**src/rtl/lr35902_oam_ctrl.sv**
```systemverilog
// OAM access sequencer: arbitrates DMA copy, PPU scan and CPU accesses onto the
// 256x8 sprite RAM through a two-clock strobe/release slot.
module lr35902_oam_ctrl #(
    parameter int unsigned OAM_SIZE     = 160,
    parameter int unsigned SETUP_CYCLES = 1
) (
    input  logic        clk,
    input  logic        nreset,
    input  logic [7:0]  cpu_adr,
    input  logic        cpu_rd,
    input  logic        cpu_wr,
    input  logic [7:0]  cpu_din,
    output logic [7:0]  cpu_dout,
    output logic        cpu_done,
    input  logic        ppu_lock,
    input  logic        ppu_rd,
    input  logic [7:0]  ppu_adr,
    output logic [7:0]  ppu_dout,
    output logic        ppu_valid,
    input  logic        dma_trig,
    input  logic [7:0]  dma_page,
    output logic        dma_active,
    output logic [15:0] ext_adr,
    output logic        ext_rd,
    input  logic [7:0]  ext_din,
    output logic [7:0]  oam_adr,
    output logic [7:0]  oam_din,
    output logic        oam_read,
    output logic        oam_write,
    input  logic [7:0]  oam_dout
);

    localparam logic [1:0] S_IDLE    = 2'd0;
    localparam logic [1:0] S_STROBE  = 2'd1;
    localparam logic [1:0] S_RELEASE = 2'd2;

    localparam logic [2:0] D_IDLE  = 3'd0;
    localparam logic [2:0] D_SETUP = 3'd1;
    localparam logic [2:0] D_FETCH = 3'd2;
    localparam logic [2:0] D_LATCH = 3'd3;
    localparam logic [2:0] D_WRITE = 3'd4;

    localparam logic [1:0] OWN_DMA = 2'd0;
    localparam logic [1:0] OWN_PPU = 2'd1;
    localparam logic [1:0] OWN_CPU = 2'd2;

    localparam logic [7:0] LAST_IDX  = 8'(OAM_SIZE - 1);
    localparam logic [7:0] SETUP_INI = 8'(SETUP_CYCLES - 1);

    // Slot and output registers
    logic [1:0] slot_st_q, slot_st_d;
    logic [1:0] slot_own_q, slot_own_d;
    logic       slot_we_q, slot_we_d;
    logic [7:0] oam_adr_q, oam_adr_d;
    logic [7:0] oam_din_q, oam_din_d;
    logic       oam_read_q, oam_read_d;
    logic       oam_write_q, oam_write_d;
    logic [7:0] cpu_dout_q, cpu_dout_d;
    logic       cpu_done_q, cpu_done_d;
    logic [7:0] ppu_dout_q, ppu_dout_d;
    logic       ppu_valid_q, ppu_valid_d;

    // Pending requests
    logic       cpu_pend_q, cpu_pend_d;
    logic       cpu_we_q, cpu_we_d;
    logic [7:0] cpu_adr_q, cpu_adr_d;
    logic [7:0] cpu_din_q, cpu_din_d;
    logic       ppu_pend_q, ppu_pend_d;
    logic [7:0] ppu_adr_q, ppu_adr_d;

    // DMA engine
    logic [2:0]  dma_st_q, dma_st_d;
    logic [7:0]  dma_page_q, dma_page_d;
    logic [7:0]  dma_idx_q, dma_idx_d;
    logic [7:0]  dma_data_q, dma_data_d;
    logic        dma_active_q, dma_active_d;
    logic        restart_q, restart_d;
    logic [7:0]  setup_cnt_q, setup_cnt_d;
    logic [15:0] ext_adr_q, ext_adr_d;
    logic        ext_rd_q, ext_rd_d;

    logic       slot_idle;
    logic       cpu_req, cpu_any, cpu_blocked, cpu_grant, cpu_drop, cpu_sel_we;
    logic [7:0] cpu_sel_adr, cpu_sel_din;
    logic       ppu_any, ppu_grant, ppu_drop;
    logic [7:0] ppu_sel_adr;
    logic       dma_req, dma_grant, dma_slot_done;
    logic [7:0] dma_page_eff;

    assign slot_idle   = (slot_st_q == S_IDLE);

    // A fresh pulse is served in the same clock it arrives when the slot is free
    assign cpu_req     = cpu_rd | cpu_wr;
    assign cpu_any     = cpu_req | cpu_pend_q;
    assign cpu_sel_we  = cpu_req ? cpu_wr : cpu_we_q;
    assign cpu_sel_adr = cpu_req ? cpu_adr : cpu_adr_q;
    assign cpu_sel_din = cpu_req ? cpu_din : cpu_din_q;
    assign cpu_blocked = dma_active_q | ppu_lock;

    assign ppu_any     = ppu_rd | ppu_pend_q;
    assign ppu_sel_adr = ppu_rd ? ppu_adr : ppu_adr_q;

    // A retrigger in the same clock cancels the pending DMA write
    assign dma_req   = !dma_trig && ((dma_st_q == D_LATCH) || (dma_st_q == D_WRITE));
    assign dma_grant = slot_idle && dma_req;
    assign ppu_grant = slot_idle && ppu_any && !dma_active_q && !dma_req;
    assign cpu_grant = slot_idle && cpu_any && !cpu_blocked && !dma_req && !ppu_grant;

    // Blocked requests are answered from the pending flag, one clock after the pulse
    assign cpu_drop = cpu_pend_q && cpu_blocked;
    assign ppu_drop = ppu_pend_q && dma_active_q;

    assign dma_slot_done = (slot_st_q == S_RELEASE) && (slot_own_q == OWN_DMA);
    assign dma_page_eff  = (dma_page >= 8'hE0) ? (dma_page - 8'h20) : dma_page;

    always_comb begin
        slot_st_d   = slot_st_q;
        slot_own_d  = slot_own_q;
        slot_we_d   = slot_we_q;
        oam_adr_d   = oam_adr_q;
        oam_din_d   = oam_din_q;
        oam_read_d  = 1'b0;
        oam_write_d = 1'b0;
        cpu_dout_d  = cpu_dout_q;
        cpu_done_d  = 1'b0;
        ppu_dout_d  = ppu_dout_q;
        ppu_valid_d = 1'b0;

        unique case (slot_st_q)
            S_IDLE: begin
                if (dma_grant) begin
                    slot_st_d   = S_STROBE;
                    slot_own_d  = OWN_DMA;
                    slot_we_d   = 1'b1;
                    oam_write_d = 1'b1;
                    oam_adr_d   = dma_idx_q;
                    oam_din_d   = (dma_st_q == D_LATCH) ? ext_din : dma_data_q;
                end else if (ppu_grant) begin
                    slot_st_d   = S_STROBE;
                    slot_own_d  = OWN_PPU;
                    slot_we_d   = 1'b0;
                    oam_read_d  = 1'b1;
                    oam_adr_d   = ppu_sel_adr;
                end else if (cpu_grant) begin
                    slot_st_d   = S_STROBE;
                    slot_own_d  = OWN_CPU;
                    slot_we_d   = cpu_sel_we;
                    oam_read_d  = !cpu_sel_we;
                    oam_write_d = cpu_sel_we;
                    oam_adr_d   = cpu_sel_adr;
                    if (cpu_sel_we) begin
                        oam_din_d = cpu_sel_din;
                    end
                end
            end
            S_STROBE: begin
                slot_st_d = S_RELEASE;
            end
            S_RELEASE: begin
                slot_st_d = S_IDLE;
                if (slot_own_q == OWN_PPU) begin
                    ppu_valid_d = 1'b1;
                    ppu_dout_d  = oam_dout;
                end else if (slot_own_q == OWN_CPU) begin
                    cpu_done_d = 1'b1;
                    if (!slot_we_q) begin
                        cpu_dout_d = oam_dout;
                    end
                end
            end
            default: begin
                slot_st_d = S_IDLE;
            end
        endcase

        if (cpu_drop) begin
            cpu_done_d = 1'b1;
            if (!cpu_we_q) begin
                cpu_dout_d = 8'hFF;
            end
        end
        if (ppu_drop) begin
            ppu_valid_d = 1'b1;
            ppu_dout_d  = 8'hFF;
        end
    end

    always_comb begin
        cpu_pend_d = cpu_pend_q;
        cpu_we_d   = cpu_we_q;
        cpu_adr_d  = cpu_adr_q;
        cpu_din_d  = cpu_din_q;
        if (cpu_grant || cpu_drop) begin
            cpu_pend_d = 1'b0;
        end
        if (cpu_req && !cpu_grant) begin
            cpu_pend_d = 1'b1;
            cpu_we_d   = cpu_wr;
            cpu_adr_d  = cpu_adr;
            cpu_din_d  = cpu_din;
        end

        ppu_pend_d = ppu_pend_q;
        ppu_adr_d  = ppu_adr_q;
        if (ppu_grant || ppu_drop) begin
            ppu_pend_d = 1'b0;
        end
        if (ppu_rd && !ppu_grant) begin
            ppu_pend_d = 1'b1;
            ppu_adr_d  = ppu_adr;
        end
    end

    always_comb begin
        dma_st_d     = dma_st_q;
        dma_page_d   = dma_page_q;
        dma_idx_d    = dma_idx_q;
        dma_data_d   = dma_data_q;
        dma_active_d = dma_active_q;
        restart_d    = restart_q;
        setup_cnt_d  = setup_cnt_q;

        unique case (dma_st_q)
            D_IDLE: begin
            end
            D_SETUP: begin
                if (setup_cnt_q == 8'd0) begin
                    dma_st_d = D_FETCH;
                end else begin
                    setup_cnt_d = setup_cnt_q - 8'd1;
                end
            end
            D_FETCH: begin
                dma_st_d = D_LATCH;
            end
            D_LATCH: begin
                dma_data_d = ext_din;
                dma_st_d   = D_WRITE;
            end
            D_WRITE: begin
                if (dma_slot_done) begin
                    if (restart_q) begin
                        restart_d   = 1'b0;
                        dma_st_d    = D_SETUP;
                        setup_cnt_d = SETUP_INI;
                    end else if (dma_idx_q == LAST_IDX) begin
                        dma_st_d     = D_IDLE;
                        dma_active_d = 1'b0;
                    end else begin
                        dma_idx_d = dma_idx_q + 8'd1;
                        dma_st_d  = D_FETCH;
                    end
                end
            end
            default: begin
                dma_st_d = D_IDLE;
            end
        endcase

        // The slot already holds its address and data, so page/index may change now
        if (dma_trig) begin
            dma_page_d   = dma_page_eff;
            dma_idx_d    = 8'd0;
            dma_active_d = 1'b1;
            if ((slot_st_q == S_STROBE) && (slot_own_q == OWN_DMA)) begin
                restart_d = 1'b1;
            end else begin
                restart_d   = 1'b0;
                dma_st_d    = D_SETUP;
                setup_cnt_d = SETUP_INI;
            end
        end

        ext_rd_d  = (dma_st_d == D_FETCH);
        ext_adr_d = ext_rd_d ? {dma_page_d, dma_idx_d} : ext_adr_q;
    end

    always_ff @(posedge clk or negedge nreset) begin
        if (!nreset) begin
            slot_st_q    <= S_IDLE;
            slot_own_q   <= OWN_DMA;
            slot_we_q    <= 1'b0;
            oam_adr_q    <= 8'h00;
            oam_din_q    <= 8'h00;
            oam_read_q   <= 1'b0;
            oam_write_q  <= 1'b0;
            cpu_dout_q   <= 8'hFF;
            cpu_done_q   <= 1'b0;
            ppu_dout_q   <= 8'hFF;
            ppu_valid_q  <= 1'b0;
            cpu_pend_q   <= 1'b0;
            cpu_we_q     <= 1'b0;
            cpu_adr_q    <= 8'h00;
            cpu_din_q    <= 8'h00;
            ppu_pend_q   <= 1'b0;
            ppu_adr_q    <= 8'h00;
            dma_st_q     <= D_IDLE;
            dma_page_q   <= 8'h00;
            dma_idx_q    <= 8'h00;
            dma_data_q   <= 8'h00;
            dma_active_q <= 1'b0;
            restart_q    <= 1'b0;
            setup_cnt_q  <= 8'h00;
            ext_adr_q    <= 16'h0000;
            ext_rd_q     <= 1'b0;
        end else begin
            slot_st_q    <= slot_st_d;
            slot_own_q   <= slot_own_d;
            slot_we_q    <= slot_we_d;
            oam_adr_q    <= oam_adr_d;
            oam_din_q    <= oam_din_d;
            oam_read_q   <= oam_read_d;
            oam_write_q  <= oam_write_d;
            cpu_dout_q   <= cpu_dout_d;
            cpu_done_q   <= cpu_done_d;
            ppu_dout_q   <= ppu_dout_d;
            ppu_valid_q  <= ppu_valid_d;
            cpu_pend_q   <= cpu_pend_d;
            cpu_we_q     <= cpu_we_d;
            cpu_adr_q    <= cpu_adr_d;
            cpu_din_q    <= cpu_din_d;
            ppu_pend_q   <= ppu_pend_d;
            ppu_adr_q    <= ppu_adr_d;
            dma_st_q     <= dma_st_d;
            dma_page_q   <= dma_page_d;
            dma_idx_q    <= dma_idx_d;
            dma_data_q   <= dma_data_d;
            dma_active_q <= dma_active_d;
            restart_q    <= restart_d;
            setup_cnt_q  <= setup_cnt_d;
            ext_adr_q    <= ext_adr_d;
            ext_rd_q     <= ext_rd_d;
        end
    end

    assign cpu_dout   = cpu_dout_q;
    assign cpu_done   = cpu_done_q;
    assign ppu_dout   = ppu_dout_q;
    assign ppu_valid  = ppu_valid_q;
    assign dma_active = dma_active_q;
    assign ext_adr    = ext_adr_q;
    assign ext_rd     = ext_rd_q;
    assign oam_adr    = oam_adr_q;
    assign oam_din    = oam_din_q;
    assign oam_read   = oam_read_q;
    assign oam_write  = oam_write_q;

endmodule

```
**config.mk**
```make
export PLATFORM = sky130hd
export DESIGN_NAME = lr35902_oam_ctrl
export DESIGN_NICKNAME = d
export VERILOG_FILES = /design/src/rtl/lr35902_oam_ctrl.sv
export SDC_FILE = /design/constraint.sdc
export NUM_CORES = 1
export LEC_CHECK = 0
export CELL_PAD_IN_SITES_DETAIL_PLACEMENT = 0
export CELL_PAD_IN_SITES_GLOBAL_PLACEMENT = 1
export CORE_UTILIZATION = 41
export DETAILED_ROUTE_END_ITERATION = 16
export PLACE_DENSITY_LB_ADDON = 0.1
export SETUP_SLACK_MARGIN = 0.5
export SYNTH_ARGS = -nofsm -noshare
export SYNTH_HDL_FRONTEND = slang
export SYNTH_SLANG_ARGS = --single-unit
```
**constraint.sdc**
```tcl
create_clock -name clk -period 3 [get_ports clk]
set_clock_uncertainty 0.2 [all_clocks]
set_input_delay 0.3 -clock clk [delete_from_list [all_inputs] [get_ports clk]]
set_output_delay 0.3 -clock clk [all_outputs]
set_load 0.01 [all_outputs]
```
==> impl_metrics.yaml <==
synthesis:
  avgSynthCellArea_sq_um: 11.6
  syn_area_sq_um: 5710
  synth_edf_count: 0
  ys_seq_elements: 122
  ys_seq_area_frac: 0.538
  ys_warn_count: 0
  synth_ff_type: "dfrtp_1"
  synth_nets: 553
  ys_async_sr_fraction: 1.00
  synth_cell_type_count: 61
  synthCells: 494
floorplanning:
  die_w_um: 120
  core_area_sq_um: 13400
  initial_utilization: 0.426
  row_count: 42
  ios: 109
  die-area_sq_um: 14400
  die_height_um: 120
placement:
  numPortBuffers: 108
  place.gp.congestion: 0.806
  hpwlAfterDp_mm: 9.31
grt:
  antenna_found_initial: 0
  grt_usage: 0.193
  grt_pass1_wl_mm: 21.2
  grt_pass1_vias: 4222
  overflow: 0
  grt_max_degree: 53
clock_network:
  htree_levels: 4
  clkLatencyLatePin_ns: 0.42
  cts_root_buffer: "clkbuf_16"
  numCtsBuffers: 17
  cts_tree: "yes"
  clock_path_buffers: 2
  cts_sinks: 122
  clkTransAtPathRegs_ns: 0.06
layout:
  syn_to_final_growth_pct: 35.6
  n_antenna_cell: 0
  final_common_cell: "clkdlybuf4s50_1"
  mostFrequentLayoutCells: "clkdlybuf4s50_1, dfrtp_1, mux2_2, nand2_1, a21oi_1"
  drive_gt1_frac: 0.241
  nets: 678
timing:
  setup_tns_ns: 0
  slew_headroom: 0.456
  hold_viol: 0
  tightest_slew_ns: 0.809
  slew_violations: 0
  rsz0062_at_grt: "true"
  finalSetupViolations: 0
  post-route-min-period_ns: 2.41
  fmax_ghz: 0.414
  fin_crit_sh: 0.805
route:
  drt-initial-drc-count: 212
  wl_per_cell_um: 16.1
  drt-pass1-iter-count: 4
  route.detailed.drc: 0
  via_count: 4117
  antenna_left: 0
  wirelength_mm: 13.0
  via_per_inst: 5.10
setup_path:
  crit_family: "simple AND/OR/NAND/NOR gates"
  critPathMaxFanout: 9
  crit_type: "reg2reg"
  path_cells: "or4b_4 > a211oi_4 > buf_4 > nand4_1 > xor2_1 > o21ai_0"
  required_ns: 3.07
  max_stage_delay_ns: 0.60
  setup.worst_path.start_class: "register"
  cp.arrival_ns: 2.49
  cpMaxStageDelayCell: "or4b_4"
  crit_buf_inv: 1
  endpoint_kind: "register"
hold_path:
  min_path_type: "in2async"
power:
  power.leakage_nw: 3.25
  powerDensity_nw_per_um2: 767
  power.total_mw: 5.94
  ir_worst_vdd_uv: 424
flow_run:
  max_cap_violations: 0
run_status:
  status: "finished, final reports clean"
## layer usage
layer / up-vias / global-route usage / wire, um
met5: - / 0 / 0
met4: 0 / 0.0609 / 91
met3: 6 / 0.0509 / 523
met2: 85 / 0.303 / 6160
met1: 2007 / 0.260 / 6260
li1: 2019 / - / -
## state kept, by name, indices dropped and copies added, names as in the netlist, 2 cells and up
name,count
oam_din,8
slot_st_q,2
cpu_din_q,8
dma_page_q,8
dma_idx_q,8
oam_adr,8
cpu_dout,8
cpu_adr_q,8
dma_data_q,8
ppu_dout,8
slot_own_q,2
ext_adr,16
dma_st_q,3
setup_cnt_q,8
ppu_adr_q,8
## report_power, final
part           internal (mW)  leakage (nW)  switching, mW
clock                   1.39         0.298          0.720
combinational          0.856          1.49          0.767
sequential              1.99          1.47          0.217
## final cells by class
type	instances	area [sq um]
clock buffer	22	484
clock inverter	10	140
multi-input combinational	334	2520
inverter	18	67.6
fill	1170	5660
tap	176	220
timing repair buffer	126	1230
sequential	122	3080
## metrics by stage
stage / hold WS [ns] / utilization / cells / setup slack [ns] / instance area (sq um)
after floorplan: -0.196 / - / 494 / 0.533 / 5710
after global placement: 0.169 / 0.524 / 772 / 0.409 / 7020
after detailed placement: 0.175 / 0.524 / 772 / 0.375 / 7020
after CTS: 0.234 / 0.574 / 806 / 0.512 / 7690
after global routing: 0.260 / 0.578 / 808 / 0.492 / 7740
final: 0.256 / 0.578 / 808 / 0.586 / 7740
## synth_stat cells, types with 5 or more instances
cell / n / area share
dfrtp_1: 106 / 0.46
mux2_2: 57 / 0.11
nand2_1: 44 / 0.029
a21oi_1: 36 / 0.032
mux2i_1: 34 / 0.060
nor2_1: 27 / 0.018
o21ai_0: 20 / 0.018
inv_1: 18 / 0.012
nand3_1: 18 / 0.016
dfstp_2: 16 / 0.074
nor3_1: 14 / 0.012
clkbuf_1: 10 / 0.0066
o22ai_1: 8 / 0.0088
buf_2: 6 / 0.0053
a21o_1: 5 / 0.0066
mux2_1: 5 / 0.0099
## path summary, 6_finish.rpt
kind / to / cells past startpoint / from / slack [ns]
worst max-delay path: ext_adr[3] / 6 / dma_st_q[1] / 0.59
worst min-delay path: setup_cnt_q[7] / 2 / nreset / 0.26
worst max register to register: ext_adr[3] / 6 / dma_st_q[1] / 0.59
worst min register to register: ext_adr[2] / 2 / ext_adr[2] / 0.28
max in group asynchronous: cpu_din_q[2] / 3 / nreset / 1.58
min in group clk: ppu_dout[4] / 3 / oam_dout[4] / 0.26
## worst reg2reg max path: cells and delay by family (launching register included)
kind / cells / cell delay, ns
AO/OA/AOI/OAI: 2 / 0.48
flip-flops: 1 / 0.45
XOR/XNOR: 1 / 0.20
buffers and inverters: 1 / 0.23
AND/OR/NAND/NOR: 2 / 0.72
## repair_timing
item | CTS | global route
pin swaps | 1 | 3
gates resized for setup | 7 | 8
setup endpoints to repair | 26 | 25
hold endpoints to repair | 32 | 0
buffers inserted | 0 | 1
hold buffers | 1 | 0
cloned | 1 | 1
## logic make-up after synthesis
group / count (synthesis) / share of synthesized area
compound gates: 90 / 0.103
xor+xnor: 5 / 0.00767
fa+ha+maj: 4 / 0.00877
buf+inv: 40 / 0.0331
flops: 122 / 0.538
mux: 97 / 0.185
simple gates: 136 / 0.124
No activity file was read; power rests on OpenSTA's default activity.
